[config.mk]
export PLATFORM = sky130hd
export DESIGN_NAME = usart_buffered_controller
export DESIGN_NICKNAME = d
export VERILOG_FILES = /design/src/rtl/usart_buffered_controller.sv
export SDC_FILE = /design/constraint.sdc
export NUM_CORES = 1
export LEC_CHECK = 0
export BUFFER_PORTS_ARGS = -buffer_cell sky130_fd_sc_hd__clkbuf_2
export CAP_MARGIN = 20
export CORE_MARGIN = 2
export CORE_UTILIZATION = 60
export DETAILED_ROUTE_END_ITERATION = 8
export PLACE_DENSITY = 0.79
export SYNTH_ARGS = -nofsm -noshare
export SYNTH_HDL_FRONTEND = slang
export SYNTH_SLANG_ARGS = --single-unit
[constraint.sdc]
create_clock -name clk -period 3.65 [get_ports clk]
set_input_delay 0.5475 -clock clk [delete_from_list [all_inputs] [get_ports clk]]
set_output_delay 0.5475 -clock clk [all_outputs]
set_load 0.02 [all_outputs]
[src/rtl/usart_buffered_controller.sv]
// USART with 2-flop RX synchroniser, RX FIFO (first-word fall-through), valid/ready host port and runtime loopback echo.
// Optional even parity on TX and RX is compiled in when USART_PARITY_EN is defined.
module usart_buffered_controller #(
  parameter int CLK_FREQ   = 100000000,
  parameter int BAUD_RATE  = 115200,
  parameter int DATA_BIT   = 8,
  parameter int FIFO_DEPTH = 16
) (
  input  logic                          clk,
  input  logic                          reset,
  input  logic                          rx,
  output logic                          tx,
  input  logic                          loopback,
  input  logic [DATA_BIT-1:0]           tx_data,
  input  logic                          tx_valid,
  output logic                          tx_ready,
  output logic [DATA_BIT-1:0]           rx_data,
  output logic                          rx_valid,
  input  logic                          rx_ready,
  output logic [$clog2(FIFO_DEPTH):0]   rx_count,
  output logic                          overrun,
  output logic                          frame_err,
  output logic                          parity_err
);

  localparam int CPB = CLK_FREQ / BAUD_RATE;
  localparam int CW  = $clog2(CPB + 1);
  localparam int BW  = $clog2(DATA_BIT);
  localparam int AW  = $clog2(FIFO_DEPTH);
`ifdef USART_PARITY_EN
  localparam logic PAR_EN = 1'b1;
`else
  localparam logic PAR_EN = 1'b0;
`endif

  typedef enum logic [2:0] {S_IDLE, S_START, S_DATA, S_PAR, S_STOP} state_t;

  state_t              tx_state, tx_state_nx, rx_state, rx_state_nx;
  logic                running;
  logic [CW-1:0]       tx_cnt, rx_cnt;
  logic [BW-1:0]       tx_idx, rx_idx;
  logic [DATA_BIT-1:0] tx_shift, rx_shift, tx_src;
  logic                tx_par, tx_idle, tx_bit_end, tx_load;
  logic                rx_s1, rx_s2, rx_sample, rx_stop_hit, rx_par_bit, rx_par_bad, push_p;
  logic [DATA_BIT-1:0] mem [FIFO_DEPTH];
  logic [AW-1:0]       wr_ptr, rd_ptr;
  logic [AW:0]         count;
  logic                fifo_nempty, fifo_full, fifo_pop, push_ok;

  // running keeps tx_ready low for as long as reset is held
  assign tx_idle     = (tx_state == S_IDLE);
  assign tx_bit_end  = (tx_cnt == CW'(CPB - 1));
  assign tx_ready    = running & tx_idle & ~loopback;
  assign tx_load     = loopback ? (running & tx_idle & fifo_nempty) : (tx_valid & tx_ready);
  assign tx_src      = loopback ? rx_data : tx_data;
  assign fifo_nempty = (count != '0);
  assign fifo_full   = (count == (AW+1)'(FIFO_DEPTH));
  assign fifo_pop    = fifo_nempty & (loopback ? (running & tx_idle) : rx_ready);
  assign push_ok     = push_p & (~fifo_full | fifo_pop);
  assign rx_data     = fifo_nempty ? mem[rd_ptr] : '0;
  assign rx_valid    = fifo_nempty & ~loopback;
  assign rx_count    = count;

  always_comb begin
    tx_state_nx = tx_state;
    case (tx_state)
      S_IDLE:  if (tx_load) tx_state_nx = S_START;
      S_START: if (tx_bit_end) tx_state_nx = S_DATA;
      S_DATA:  if (tx_bit_end && tx_idx == BW'(DATA_BIT - 1)) tx_state_nx = PAR_EN ? S_PAR : S_STOP;
      S_PAR:   if (tx_bit_end) tx_state_nx = S_STOP;
      S_STOP:  if (tx_bit_end) tx_state_nx = S_IDLE;
      default: tx_state_nx = S_IDLE;
    endcase
  end

  always_comb begin
    tx = 1'b1;
    case (tx_state)
      S_START: tx = 1'b0;
      S_DATA:  tx = tx_shift[0];
      S_PAR:   tx = tx_par;
      default: tx = 1'b1;
    endcase
  end

  always_ff @(posedge clk) begin
    if (!reset) begin
      tx_state <= S_IDLE;
      tx_cnt   <= '0;
      tx_idx   <= '0;
      running  <= 1'b0;
    end else begin
      running  <= 1'b1;
      tx_state <= tx_state_nx;
      if (tx_idle || tx_bit_end) tx_cnt <= '0;
      else                       tx_cnt <= tx_cnt + 1'b1;
      if (tx_load)                              tx_idx <= '0;
      else if (tx_state == S_DATA && tx_bit_end) tx_idx <= tx_idx + 1'b1;
    end
  end

  // TX byte and parity are latched at acceptance so the source may change mid-frame
  always_ff @(posedge clk) begin
    if (tx_load) begin
      tx_shift <= tx_src;
      tx_par   <= ^tx_src;
    end else if (tx_state == S_DATA && tx_bit_end) begin
      tx_shift <= tx_shift >> 1;
    end
  end

  // rx_cnt reads k in cycle D+k, so the start mid-sample lands on CPB/2 and later ones every CPB
  assign rx_sample   = (rx_state != S_IDLE) &&
                       ((rx_state == S_START) ? (rx_cnt == CW'(CPB / 2)) : (rx_cnt == CW'(CPB)));
  assign rx_stop_hit = (rx_state == S_STOP) && rx_sample;
  assign rx_par_bad  = PAR_EN & ((^rx_shift) ^ rx_par_bit);

  always_comb begin
    rx_state_nx = rx_state;
    case (rx_state)
      S_IDLE:  if (!rx_s2) rx_state_nx = S_START;
      S_START: if (rx_sample) rx_state_nx = rx_s2 ? S_IDLE : S_DATA;
      S_DATA:  if (rx_sample && rx_idx == BW'(DATA_BIT - 1)) rx_state_nx = PAR_EN ? S_PAR : S_STOP;
      S_PAR:   if (rx_sample) rx_state_nx = S_STOP;
      S_STOP:  if (rx_sample) rx_state_nx = S_IDLE;
      default: rx_state_nx = S_IDLE;
    endcase
  end

  always_ff @(posedge clk) begin
    if (!reset) begin
      rx_s1     <= 1'b1;
      rx_s2     <= 1'b1;
      rx_state  <= S_IDLE;
      rx_cnt    <= '0;
      rx_idx    <= '0;
      push_p    <= 1'b0;
      frame_err <= 1'b0;
    end else begin
      rx_s1    <= rx;
      rx_s2    <= rx_s1;
      rx_state <= rx_state_nx;
      if (rx_state == S_IDLE || rx_sample) rx_cnt <= CW'(1);
      else                                 rx_cnt <= rx_cnt + 1'b1;
      if (rx_state == S_IDLE)                    rx_idx <= '0;
      else if (rx_state == S_DATA && rx_sample)  rx_idx <= rx_idx + 1'b1;
      push_p    <= rx_stop_hit & rx_s2 & ~rx_par_bad;
      frame_err <= rx_stop_hit & ~rx_s2;
    end
  end

  always_ff @(posedge clk) begin
    if (rx_state == S_DATA && rx_sample) rx_shift   <= {rx_s2, rx_shift[DATA_BIT-1:1]};
    if (rx_state == S_PAR && rx_sample)  rx_par_bit <= rx_s2;
  end

`ifdef USART_PARITY_EN
  always_ff @(posedge clk) begin
    if (!reset) parity_err <= 1'b0;
    else        parity_err <= rx_stop_hit & rx_par_bad;
  end
`else
  assign parity_err = 1'b0;
`endif

  // FIFO stage: a push into a full FIFO survives only if the head is popped in the same cycle
  always_ff @(posedge clk) begin
    if (!reset) begin
      wr_ptr  <= '0;
      rd_ptr  <= '0;
      count   <= '0;
      overrun <= 1'b0;
    end else begin
      if (push_ok)  wr_ptr <= wr_ptr + 1'b1;
      if (fifo_pop) rd_ptr <= rd_ptr + 1'b1;
      case ({push_ok, fifo_pop})
        2'b10:   count <= count + 1'b1;
        2'b01:   count <= count - 1'b1;
        default: count <= count;
      endcase
      overrun <= push_p & fifo_full & ~fifo_pop;
    end
  end

  always_ff @(posedge clk) begin
    if (push_ok) mem[wr_ptr] <= rx_shift;
  end

endmodule

==> results by stage, run 1 <==
Outcome:
- The flow ran to the end, and the final reports show no timing, DRC or antenna violations.

Finish:
- The net count of the finished layout is 625.
- The library cell used most frequently in the layout, excluding fill and tap cells, is sky130_fd_sc_hd__edfxtp_1.
- Fill cells in the final layout number 904.
- The area growth from synthesis to layout is 10.31%.
- The count of antenna diodes in the layout is 0.
- Of the cells placed in the final design, the portion with a size suffix greater than 1 is 0.1626.
- In the layout the commonest cells are 145 x sky130_fd_sc_hd__edfxtp_1, 55 x sky130_fd_sc_hd__dfxtp_1, 46 x sky130_fd_sc_hd__nor2_1.

Yosys:
- After synthesis, the mean cell area works out to 14.97 µm².
- The share of the yosys chip area belonging to registers is 0.6506.
- The biggest area contributor in the post-synthesis netlist is sky130_fd_sc_hd__edfxtp_1.
- The number of synthesized flops with an enable pin is 145.
- The yosys synthesis warning count is 0.
- When the netlist entered floorplanning its net count stood at 589.
- The post-synthesis cell area is 8384 µm².
- The number of different library cells used by synthesis comes to 55.
- The share of synthesized area in the top cell type comes to 0.5193.
- The commonest register cell after synthesis is sky130_fd_sc_hd__edfxtp_1.
- By area the synthesized netlist is led by sky130_fd_sc_hd__edfxtp_1 52%, sky130_fd_sc_hd__dfxtp_1 13%, sky130_fd_sc_hd__mux4_2 4.8%.
- The number of flip-flops and latches in the synthesized netlist is 200.
- Synthesis produced a netlist whose cell count is 560.
- After synthesis, the share of flip-flops with an asynchronous set or reset is 0.

Die:
- The number of ports placed on the die boundary is 33.
- The initialized floorplan defines 43 standard-cell rows.
- The floorplan step defined a die boundary enclosing 14,940 µm².
- From left edge to right edge, the die measures 122.2 µm.
- The die height is 122.2 µm.
- The core box area is 13,770 µm².
- For this configuration, the core starts out at a cell density of 0.6087.

Setup path:
- The number of cell instances on the worst register-to-register path is 6.
- Along the worst path, the maximum fanout reaches 12.
- The largest stage delay on the critical path is 0.80 ns.
- The endpoint type of the worst setup path is a primary output.
- The type of the setup path with the least slack is reg2out.
- The signal on the critical path passes through buf_4 -> mux4_2 -> a22oi_1 -> a31oi_1 -> clkbuf_2.
- The highest-delay cell along the critical path is sky130_fd_sc_hd__dfxtp_1.
- The arrival time reported for the critical path endpoint is 2.57 ns.
- For the worst setup path, the data required time is 3.10 ns.
- STA classifies the critical path startpoint as a register.

Hold path:
- Counting instances, the worst hold path has a depth of 2.
- The tightest min-delay check is of the in2reg type.

Clocking:
- Gates resized during post-CTS repair numbered 0.
- The TritonCTS clock tree is built.
- The total setup buffers inserted after CTS is 0.
- The number of H-tree levels is 4.
- The clock latency of the later-clocked register in the worst-skew pair is 0.43 ns.
- The number of clock buffers added by TritonCTS is 17.
- The largest buffer count on any clock path is 2.
- The buffer type at the clock tree root is sky130_fd_sc_hd__clkbuf_16.
- The clock-pin transition on the worst setup and hold timing paths is 0.06 ns.
- The number of sinks handled by clock tree synthesis is 200.
- Buffers inserted to repair hold after CTS numbered 0.

Drt:
- For this run, design rule violations remaining after detail routing come to 0.
- The number of vias per cell after detailed routing is 5.921.
- The total routed wirelength is 16,250 µm.
- The mean routed wirelength per cell is 20.60 µm.
- The count of vias placed by the detailed router is 4,672.
- The number of detailed-routing iterations run before antenna repair is 5.
- The number of routed nets with antenna violations is 0.
- The number of DRC violations after detailed-routing iteration 0 is 588.

Timing:
- The clock arrives with 0.01058 ns of skew.
- The final worst-path cycle share is 0.8533.
- The fmax is 321.1 MHz.
- Summed over all failing endpoints, the final setup total negative slack is 0 ns.
- At the pin with the least slew margin, the transition time is 0.7846 ns.
- The number of pins with negative max-slew slack in the final report is 0.
- The number of hold violations in the final report was 0.
- Setup repair after global routing left no endpoint under its margin.
- In this run the tightest slew margin relative to its limit is 0.4750.
- The number of endpoints failing setup at the final stage is 0.
- The worst path needs 3.115 ns of the cycle, external delays included.

Power and ir drop:
- For this design the ratio of total power to cell area is 599.7 nW/µm².
- The worst-case IR drop observed on VDD is 0.0003839 V.
- The final total power is 5.547 mW.
- For this design the static power due to leakage is 3.214 nW.

Placement:
- The half-perimeter wire length of the detailed placement result is 10,720 µm.
- The placer congestion estimate is 0.8601.
- The number of buffers added on ports is 31.

GRT:
- The remaining global-route overflow is 0.
- The global router's overall resource usage is 0.2303.
- The initial antenna violation count is 0.
- The maximum number of pins on one net before global-route repair is 30.
- The number of global-route vias before repair is 4,588.
- The first-pass GRT wire length is 25,010 µm.

Job:
- Across the run, the number of max-cap violations was 0.
[where the power goes]
part           switching (mW)  internal, mW  total (mW)
sequential             0.0646          2.49        2.56
clock                   0.788          1.00        1.79
combinational           0.705         0.492        1.20
[synth_stat cells (3+ instances only)]
cell type                  instances
sky130_fd_sc_hd__o22ai_1           4
sky130_fd_sc_hd__mux4_2           18
sky130_fd_sc_hd__mux4_1           14
sky130_fd_sc_hd__nand2_1          26
sky130_fd_sc_hd__a31oi_1           6
sky130_fd_sc_hd__nor2_1           46
sky130_fd_sc_hd__nor3_1            8
sky130_fd_sc_hd__xor2_1           16
sky130_fd_sc_hd__a21boi_0          4
sky130_fd_sc_hd__nor3b_1           7
sky130_fd_sc_hd__nand2b_1          3
sky130_fd_sc_hd__clkbuf_1         12
sky130_fd_sc_hd__inv_1            17
sky130_fd_sc_hd__xnor2_1          21
sky130_fd_sc_hd__nand4_1           4
sky130_fd_sc_hd__mux2i_1          21
sky130_fd_sc_hd__and2_1           17
sky130_fd_sc_hd__edfxtp_1        145
sky130_fd_sc_hd__a21oi_1           6
sky130_fd_sc_hd__nor2b_1           7
sky130_fd_sc_hd__buf_2             6
sky130_fd_sc_hd__a22oi_1           4
sky130_fd_sc_hd__o21ai_0           8
sky130_fd_sc_hd__dfxtp_1          55
sky130_fd_sc_hd__ha_1             14
sky130_fd_sc_hd__and3_1            4
sky130_fd_sc_hd__nand3_1          24
sky130_fd_sc_hd__nand3b_1          3
[sequential cells by signal, indices dropped and copies added (netlist names), 4 cells and up, named ones only]
name,cells
rd_ptr,4
mem,128
tx_cnt,10
tx_shift,8
wr_ptr,4
rx_shift,8
rx_count,5
rx_cnt,10
[kinds of logic after synthesis]
family                   Yosys count  share of synthesized area
flip-flops                       200                     0.6507
AND/OR/NAND/NOR                  166                     0.1036
multiplexers                      55                     0.1206
AO/OA/AOI/OAI                     45                    0.03701
buffers and inverters             41                    0.02582
XOR/XNOR                          37                    0.03865
adder cells (fa/ha/maj)           15                    0.02328
other                              1                  0.0004473
[layout make-up]
type,count,area (µm²),share of cell area
flip-flops and latches,200,5455,0.5898
multi-input cells,319,2713,0.2933
clock buffers,19,432.9,0.04681
repair buffers,41,230.2,0.02489
well taps,180,225.2,0.02435
clock inverters,13,128.9,0.01393
inverters,17,63.81,0.006899
[worst max-delay path, delay by kind of cell, from the launching register on]
kind | cells | cell delay (ns)
DFF | 1 | 0.80
buffers and inverters | 2 | 0.49
muxes | 1 | 0.38
AOI/OAI and AO/OA | 2 | 0.46
[metrics by stage]
step	util	cell area (µm²)	hold slack (ns)	instances	worst slack, ns
after floorplan	-	8384	0.3863	560	0.8369
after global placement	0.6307	8687	0.3949	757	0.6910
after detailed placement	0.6307	8687	0.3914	757	0.5930
after CTS	0.6715	9249	0.2963	789	0.5352
after global routing	0.6715	9249	0.3213	789	0.4314
final	0.6715	9249	0.3069	789	0.5353
[routing by layer]
metal  wire, µm  GRT usage
met5          0          0
met4        230    0.07112
met3       1091    0.05762
met2       7988     0.3722
met1       6944     0.3113
[path summary, 6_finish.rpt]
path | from | end | slack (ns)
worst max-delay path | register | rx_data[4] | 0.54
worst min-delay path | rx | rx_s1 | 0.31
worst max register to register | tx_state[2] | mem[10][7] | 0.77
worst min register to register | rx_s1 | rx_s2 | 0.41
No activity file was read; power rests on OpenSTA's default activity.
==> run 2, diff against run 1 <==
--- a/config.mk
+++ b/config.mk
@@ -7,10 +7,11 @@
 export LEC_CHECK = 0
 export BUFFER_PORTS_ARGS = -buffer_cell sky130_fd_sc_hd__clkbuf_2
 export CAP_MARGIN = 20
+export CORE_ASPECT_RATIO = 1.5
 export CORE_MARGIN = 2
-export CORE_UTILIZATION = 60
+export CORE_UTILIZATION = 55
 export DETAILED_ROUTE_END_ITERATION = 8
-export PLACE_DENSITY = 0.79
+export PLACE_DENSITY = 0.73
 export SYNTH_ARGS = -nofsm -noshare
 export SYNTH_HDL_FRONTEND = slang
 export SYNTH_SLANG_ARGS = --single-unit
==> results by stage, run 2 (synthesis results as in run 1) <==
Power and ir drop:
- The combinational share of power is 0.214 (-0.002).
- The final total power came to 5.623 mW (+1.4%).
- The total power divided by cell area came to 603.1 nW/µm² (+0.57%).
- The internal power of the cells was 3.983 mW (-0.15%).
- The switching share of power is 0.2916 (+0.01084).
- The clock network fraction of total power was 0.332 (+0.009).
- The maximum resistive drop on vdd was 0.0003066 V (-20%).
- The leakage dissipation is 3.237 nW (+0.71%).
- The switching power came to 1.640 mW (+5.3%).
- The fraction of power consumed by sequential logic came to 0.454 (-0.007).

Placement:
- The post-place instance area is 8721 µm² (+0.39%).
- The half-perimeter wire length of the detailed placement result was 10,730 µm (about the same).
- The worst setup timing slack at the placement stage came to 0.5941 ns (+0.001154 ns).
- The number of buffers added on ports was 31 (unchanged).
- The placer congestion estimate came to 0.8671 (+0.81%).

Clocking:
- The hold buffer count at CTS was 0 (unchanged).
- The post-cts gate resize count is 0 (unchanged).
- The total setup buffers inserted after CTS was 0 (unchanged).
- The largest buffer count on any clock path was 2 (unchanged).
- The tree is rooted in a sky130_fd_sc_hd__clkbuf_16.
- The TritonCTS clock tree is built.
- The number of sinks handled by clock tree synthesis is 200 (unchanged).
- The clock-pin transition on the worst setup and hold timing paths is 0.08 ns (+0.02 ns).
- The number of H-tree levels came to 4 (unchanged).
- The clock latency of the later-clocked register in the worst-skew pair is 0.43 ns (about the same).
- The clock buffer count from CTS is 17 (unchanged).

Setup path:
- The peak fanout along the critical path was 13 (+1).
- The buffers plus inverters on the worst setup path is 2 (unchanged).
- The kind of cell adding the most delay to the critical path is flip-flops.
- The highest-delay cell along the critical path is sky130_fd_sc_hd__dfxtp_1.
- The largest stage delay on the critical path was 0.72 ns (-0.08 ns).
- The type of the setup path with the least slack is reg2out.
- The required time of the critical path is 3.10 ns (about the same).
- The endpoint type of the worst setup path is a primary output.
- The sort of element at the start of the critical path is a register.
- Walking the worst path, the cells encountered are buf_4 -> nor2b_1 -> a22oi_1 -> a31oi_1 -> clkbuf_2.
- The arrival time reported for the critical path endpoint is 2.49 ns (-0.08 ns).

Finish:
- Ranked by flip-flop count, first place goes to mem.
- The area overhead of the layout relative to synthesis is 11.21%.
- The count of antenna diodes in the layout is 0 (unchanged).
- The number of flip-flops in the largest register is 128 (unchanged).
- The top cell types in the final layout, fill and taps aside, are 145 x sky130_fd_sc_hd__edfxtp_1, 55 x sky130_fd_sc_hd__dfxtp_1, 46 x sky130_fd_sc_hd__nor2_1.
- The area of all placed cells without fillers is 9324 µm² (+0.81%).
- The share of post-route cells with drive strength above 1 is 0.1664 (+0.003831).
- The final standard cell utilization of the core came to 0.6215 (-0.04999).
- The largest registers in the layout are mem x128, rx_cnt x10, tx_cnt x10.
- The number of nets in the layout is 623 (-0.32%).
- The filler cell count in the final layout was 1,123 (+24%).
- The most common cell after layout, fill and taps aside is sky130_fd_sc_hd__edfxtp_1.

Timing:
- The post-route clock skew is 0.01070 ns (+0.0001254 ns).
- The worst setup margin came to 0.6121 ns (+0.07680 ns).
- The number of pins with negative max-slew slack in the final report is 0 (unchanged).
- The worst-margin pin slew is 0.6960 ns (-0.08861 ns).
- The fmax is 329.2 MHz (+2.5%).
- The tightest slew margin relative to the limit is 0.5343 (+0.05930).
- The time the worst path needs with I/O delays and setup is 3.038 ns (-0.07680 ns).
- The number of endpoints failing setup at the final stage is 0 (unchanged).
- The final worst-path cycle share is 0.8323 (-0.02104).
- Setup repair after global routing left no endpoint under its margin.
- The setup total negative slack is 0 ns (unchanged).
- The number of hold violations in the final report is 0 (unchanged).

Hold path:
- The min-delay analysis places its worst path in the category in2reg.

Drt:
- The number of DRC violations after detailed-routing iteration 0 is 300 (-49%).
- The number of vias per cell after detailed routing was 5.702 (-3.7%).
- The remaining design rule violation count is 0 (unchanged).
- The mean routed wirelength per cell came to 19.02 µm (-7.7%).
- The count of vias placed by the detailed router is 4,596 (-1.6%).
- The number of routed nets with antenna violations is 0 (unchanged).
- The total routed wirelength was 15,330 µm (-5.7%).
- The number of detailed-routing iterations run before antenna repair was 4 (-1).

Die:
- The number of ports placed on the die boundary is 33 (unchanged).
- The starting utilization of the core area was 0.5589 (-0.04986).
- The floorplan die width came to 104.8 µm (-14%).
- The overall die area is 16,270 µm² (+8.9%).
- The die height came to 155.2 µm (+27%).
- The cell row count came to 55 (+28%).
- The core box area came to 15,000 µm² (+8.9%).

Job:
- The total of max-cap violations was 0 (unchanged).

GRT:
- The number of global-route vias before repair is 4,648 (+1.3%).
- The remaining global-route overflow came to 0 (unchanged).
- The first-pass GRT wire length came to 24,500 µm (-2.1%).
- The initial antenna violation count is 0 (unchanged).
- The global router's overall resource usage is 0.1980 (-0.03228).
- The maximum number of pins on one net before global-route repair came to 33 (+10%).

Outcome:
- The run finished with clean final reports.
==> run 2: power groups by stage <==
stage | clock, mW | sequential, mW | combinational (mW)
6_report | 1.87 | 2.55 | 1.20
2_1_floorplan | 0 | 2.61 | 0.891
4_1_cts | 1.90 | 2.55 | 1.22
3_3_place_gp | 0 | 2.60 | 1.19
3_5_place_dp | 0 | 2.60 | 1.21
5_1_grt | 1.99 | 2.56 | 1.31
==> run 2: area by class of cell <==
class	count	area, µm²	area share
clock buffer	17	425.4	0.04563
clock inverter	15	177.7	0.01906
inverter	17	63.81	0.006844
multi-input combinational	319	2713	0.2909
sequential	200	5455	0.5851
tap	199	249.0	0.02670
timing repair buffer	39	240.2	0.02576
==> run 2: path summary, 6_finish.rpt <==
path                            slack (ns)  depth (start not counted)           to   startpoint
worst max-delay path                  0.61                          5   rx_data[6]     register
worst min-delay path                  0.30                          2        rx_s1           rx
worst min register to register        0.43                          1        rx_s2        rx_s1
worst max register to register        0.75                         11  rx_count[4]  rx_count[0]
==> run 2: per-stage QoR <==
stage	cells	hold WS [ns]
finish	806	0.2969
global route	806	0.2903
CTS	806	0.2912
detailed placement	774	0.4121
global placement	774	0.3902
floorplan	560	0.3863
==> run 2: per-layer routing <==
| layer | vias to the layer above | track usage | part of all wire | wire length (µm) |
|---|---|---|---|---|
| li1 | 2167 | - | - | - |
| met4 | 0 | 0.08698 | 0.033 | 507 |
| met1 | 2272 | 0.2293 | 0.39 | 5971 |
| met2 | 123 | 0.3550 | 0.54 | 8215 |
| met5 | - | 0 | 0 | 0 |
| met3 | 34 | 0.03980 | 0.042 | 639 |
==> run 3, diff against run 2 <==
--- a/config.mk
+++ b/config.mk
@@ -5,13 +5,14 @@
 export SDC_FILE = /design/constraint.sdc
 export NUM_CORES = 1
 export LEC_CHECK = 0
+export ABC_AREA = 1
 export BUFFER_PORTS_ARGS = -buffer_cell sky130_fd_sc_hd__clkbuf_2
 export CAP_MARGIN = 20
 export CORE_ASPECT_RATIO = 1.5
 export CORE_MARGIN = 2
 export CORE_UTILIZATION = 55
 export DETAILED_ROUTE_END_ITERATION = 8
-export PLACE_DENSITY = 0.73
+export PLACE_DENSITY = 0.76
 export SYNTH_ARGS = -nofsm -noshare
 export SYNTH_HDL_FRONTEND = slang
 export SYNTH_SLANG_ARGS = --single-unit
==> constraint.sdc (replaced) <==
create_clock -name clk -period 2.5 [get_ports clk]
set_input_delay 0.375 -clock clk [delete_from_list [all_inputs] [get_ports clk]]
set_output_delay 0.375 -clock clk [all_outputs]
set_load 0.02 [all_outputs]
==> results by stage, run 3 <==
Outcome:
- The run finished with clean final reports.

Drt:
- The number of detailed-routing iterations run before antenna repair came to 5 (+1).
- The count of vias placed by the detailed router is 6,212 (+35%).
- The number of vias per cell after detailed routing came to 5.388 (-5.5%).
- The number of routed nets with antenna violations is 0 (unchanged).
- The number of DRC violations after detailed-routing iteration 0 was 519 (+73%).
- The total routed wirelength was 18,790 µm (+23%).
- The remaining design rule violation count is 0 (unchanged).
- The mean routed wirelength per cell is 16.30 µm (-14%).

Yosys:
- The number of library cell types mapped by synthesis was 39 (-29%).
- The yosys synthesis warning count was 0 (unchanged).
- The largest family of logic cells by synthesized area is simple AND/OR/NAND/NOR gates.
- The multiplexer share of the synthesized area is 0 (-0.1206).
- The number of nets in the synthesized netlist is 912 (+55%).
- The commonest cells after synthesis are 267 x sky130_fd_sc_hd__nand2_1, 145 x sky130_fd_sc_hd__edfxtp_1, 120 x sky130_fd_sc_hd__nand3_1, 67 x sky130_fd_sc_hd__nor2_1.
- In the post-synthesis netlist, the cell with the most instances is sky130_fd_sc_hd__nand2_1.
- After synthesis, the cell types taking the most area are sky130_fd_sc_hd__edfxtp_1 50%, sky130_fd_sc_hd__dfxtp_1 13%, sky130_fd_sc_hd__nand2_1 11%.
- The library cell with the largest summed area after synthesis is sky130_fd_sc_hd__edfxtp_1.
- The fraction of registers with async set or reset after synthesis is 0 (unchanged).
- The mean instance size in the synthesized netlist was 9.882 µm² (-34%).
- The adder-cell share of the synthesized area came to 0.02237 (-0.0009113).
- The post-synthesis cell area is 8726 µm² (+4.1%).
- The number of flip-flops and latches in the synthesized netlist was 200 (unchanged).
- The instance count of the mapped netlist is 883 (+58%).
- The fraction of synthesized cell area in xor and xnor cells is 0.01391 (-0.02474).
- The fraction of the mapped netlist area in compound gates is 0.03843 (+0.001419).
- For this run, the leading register cell type out of synthesis is sky130_fd_sc_hd__edfxtp_1.
- The simple-gate share of the synthesized area is 0.2496 (+0.1461).
- The share of the yosys chip area belonging to registers came to 0.6252 (-0.02547).
- The proportion of netlist area held by the largest area contributor is 0.4990 (-0.02033).
- The number of synthesized flops with an enable pin is 145 (unchanged).

Timing:
- The number of pins with negative max-slew slack in the final report was 0 (unchanged).
- Timing would allow up to 414.1 MHz.
- The number of hold violations in the final report is 0 (unchanged).
- Counting I/O delays and the setup requirement, the final critical path takes 2.415 ns.
- The post-route clock skew was 0.01136 ns (+0.0006620 ns).
- The worst-margin pin slew is 0.7093 ns (+0.01330 ns).
- Of the available clock period, the critical path in the final layout requires 0.9658.
- The setup total negative slack is 0 ns (unchanged).
- The tightest slew margin relative to the limit is 0.5271 (-0.007156).
- The number of endpoints failing setup at the final stage is 0 (unchanged).

Clocking:
- The clock buffer count from CTS is 17 (unchanged).
- The total setup buffers inserted after CTS is 0 (unchanged).
- The number of H-tree levels is 4 (unchanged).
- The number of sinks handled by clock tree synthesis is 200 (unchanged).
- The clock-pin transition on the worst setup and hold timing paths is 0.07 ns (about the same).
- The cell sitting at the root of the clock tree is a sky130_fd_sc_hd__clkbuf_16.
- The clock latency of the later-clocked register in the worst-skew pair is 0.43 ns (about the same).
- The largest buffer count on any clock path is 2 (unchanged).
- The TritonCTS clock tree is built.

Setup path:
- The endpoint type of the worst setup path is a primary output.
- The signal on the critical path passes through inv_4 -> buf_12 -> nand2_1 -> nand3_1 -> nand3_1 -> nand2_1 -> nand2_1 -> nand2_1 -> nand2_2 -> inv_1 -> buf_4.
- By startpoint and endpoint, the worst setup path is classified as reg2out.
- The startpoint of the lowest-slack register-to-register path is tx_state[0].
- The required time of the critical path is 2.12 ns (-0.98 ns).
- Among all stages on the critical path, the largest delay is contributed by sky130_fd_sc_hd__dfxtp_4.
- The arrival time reported for the critical path endpoint is 2.04 ns (-0.45 ns).
- The peak fanout along the critical path is 16 (+3).
- The largest stage delay on the critical path is 0.40 ns (-0.32 ns).
- Counting stages on the worst path, the most repeated cell is sky130_fd_sc_hd__nand2_1.
- The sort of element at the start of the critical path is a register.
- The worst-case register-to-register setup slack came to 0.20 ns (-0.55 ns).

Die:
- The cell row count is 56 (+1.8%).
- The die height is 158.3 µm (+2.0%).
- The starting utilization of the core area is 0.5610 (+0.002089).
- The overall die area is 16,910 µm² (+3.9%).
- The floorplan die width was 106.8 µm (+1.9%).
- The core box area was 15,550 µm² (+3.7%).
- The number of ports placed on the die boundary is 33 (unchanged).

Power and ir drop:
- The fraction of power consumed by sequential logic is 0.539 (+0.085).
- The clock network fraction of total power is 0.381 (+0.049).
- The leakage dissipation is 3.910 nW (+21%).
- The combinational share of power is 0.079 (-0.135).
- The switching share of power is 0.2479 (-0.04369).
- The maximum resistive drop on vdd is 0.0006207 V (+100%).
- The internal power of the cells is 5.079 mW (+27%).
- The total power divided by cell area is 684.1 nW/µm² (+13%).
- The switching power is 1.674 mW (+2.1%).
- The final total power is 6.753 mW (+20%).

GRT:
- The maximum number of pins on one net before global-route repair is 33 (unchanged).
- The remaining global-route overflow is 0 (unchanged).
- The met2 demand-to-capacity share in global routing is 0.4313 (+0.07632).
- The met1 layer usage reported by global route was 0.2519 (+0.02258).
- The global-route met3 utilization was 0.04298 (+0.003181).
- The first-pass GRT wire length came to 29,280 µm (+20%).
- The global routing stage identified its most utilized layer as met2.
- The global router's overall resource usage is 0.2283 (+0.03034).
- The initial antenna violation count is 0 (unchanged).
- The number of global-route vias before repair was 5,990 (+29%).

Finish:
- The number of nets in the layout came to 966 (+55%).
- The area of all placed cells without fillers is 9871 µm² (+5.9%).
- The share of post-route cells with drive strength above 1 is 0.1421 (-0.02429).
- In the layout the commonest cells are 265 x sky130_fd_sc_hd__nand2_1, 145 x sky130_fd_sc_hd__edfxtp_1, 120 x sky130_fd_sc_hd__nand3_1.
- The most common cell after layout, fill and taps aside is sky130_fd_sc_hd__nand2_1.
- The number of flip-flops in the largest register is 128 (unchanged).
- The largest registers in the layout are mem x128, rx_cnt x10, tx_cnt x10.
- The count of antenna diodes in the layout is 0 (unchanged).
- The area overhead of the layout relative to synthesis is 13.12%.
- Counting flops per register, the top entry is mem.

Hold path:
- The startpoint identified for the worst hold timing path is rx.
- The tightest min-delay check is of the in2reg type.

Placement:
- The placer congestion estimate is 0.8408 (-3.0%).
- The half-perimeter wire length of the detailed placement result came to 12,320 µm (+15%).
- The post-place instance area was 9194 µm² (+5.4%).
- The number of buffers added on ports is 31 (unchanged).

Job:
- The total of max-cap violations was 0 (unchanged).
[run 3: cell types whose count changed after synthesis, moves of 9 or more]
cell / before / now
sky130_fd_sc_hd__xnor2_1: 21 / 2
sky130_fd_sc_hd__nor2_1: 46 / 67
sky130_fd_sc_hd__buf_2: 6 / 16
sky130_fd_sc_hd__nand2_1: 26 / 267
sky130_fd_sc_hd__inv_1: 17 / 55
sky130_fd_sc_hd__mux4_2: 18 / 0
sky130_fd_sc_hd__mux2i_1: 21 / 0
sky130_fd_sc_hd__nand3_1: 24 / 120
sky130_fd_sc_hd__a21oi_1: 6 / 24
sky130_fd_sc_hd__nand2_2: 0 / 9
sky130_fd_sc_hd__clkbuf_1: 12 / 3
sky130_fd_sc_hd__o21ai_0: 8 / 21
sky130_fd_sc_hd__and2_1: 17 / 2
sky130_fd_sc_hd__mux4_1: 14 / 0
[run 3: final timing paths]
check	to	depth (start not counted)
hold reg to reg	rx_s2	1
setup reg to reg	rx_count[4]	15
hold / removal	rx_s1	2
setup / recovery	rx_data[4]	11
[run 3: kinds of logic after synthesis]
family,count (synthesis)
buffers and inverters,92
adders and majority gates,15
other,1
and+or+nand+nor,503
xor gates and xnor gates,13
DFF,200
AOI/OAI and AO/OA,59
[run 3: layer usage]
layer	part of all wire	up-vias	wire (µm)
li1	-	3086	-
met1	0.38	2920	7129
met2	0.55	173	10270
met3	0.044	33	831
met4	0.030	0	557
met5	0	-	0
[run 3: through the flow]
stage / instances / hold WS (ns) / utilization / worst slack, ns
detailed placement: 1118 / 0.4024 / 0.5911 / 0.1449
global route: 1153 / 0.1224 / 0.6346 / -0.005106
global placement: 1118 / 0.4078 / 0.5911 / 0.2234
CTS: 1151 / 0.1270 / 0.6292 / 0.01756
finish: 1153 / 0.1346 / 0.6346 / 0.08539
floorplan: 883 / 0.3925 / - / 0.2396
[run 3: area by class of cell]
class | count | area [µm²]
multi-input combinational | 591 | 2851
sequential | 200 | 5460
tap | 203 | 254.0
clock buffer | 18 | 429.2
timing repair buffer | 66 | 513.0
clock inverter | 14 | 131.4
fill | 1256 | 5684
inverter | 61 | 231.5
[run 3: worst max-delay path: cells and delay by family, from the launching register on]
family | cells | cell delay (ns)
DFF | 1 | 0.40
buffers and inverters | 4 | 0.53
and+or+nand+nor | 7 | 0.66
[run 3: what timing repair did]
item	CTS	global route
resized for setup	0	14
hold buffers	0	0
gates cloned	1	2
pin swaps	0	1
endpoints found under the setup margin	1	9
hold endpoints to repair	0	0
[run 3: power groups by stage]
stage,sequential (mW),combinational [mW],clock [mW]
floorplan,3.70,0.414,0
global placement,3.71,0.517,0
detailed placement,3.72,0.534,0
CTS,3.64,0.539,2.61
global route,3.65,0.603,2.77
finish,3.64,0.536,2.58
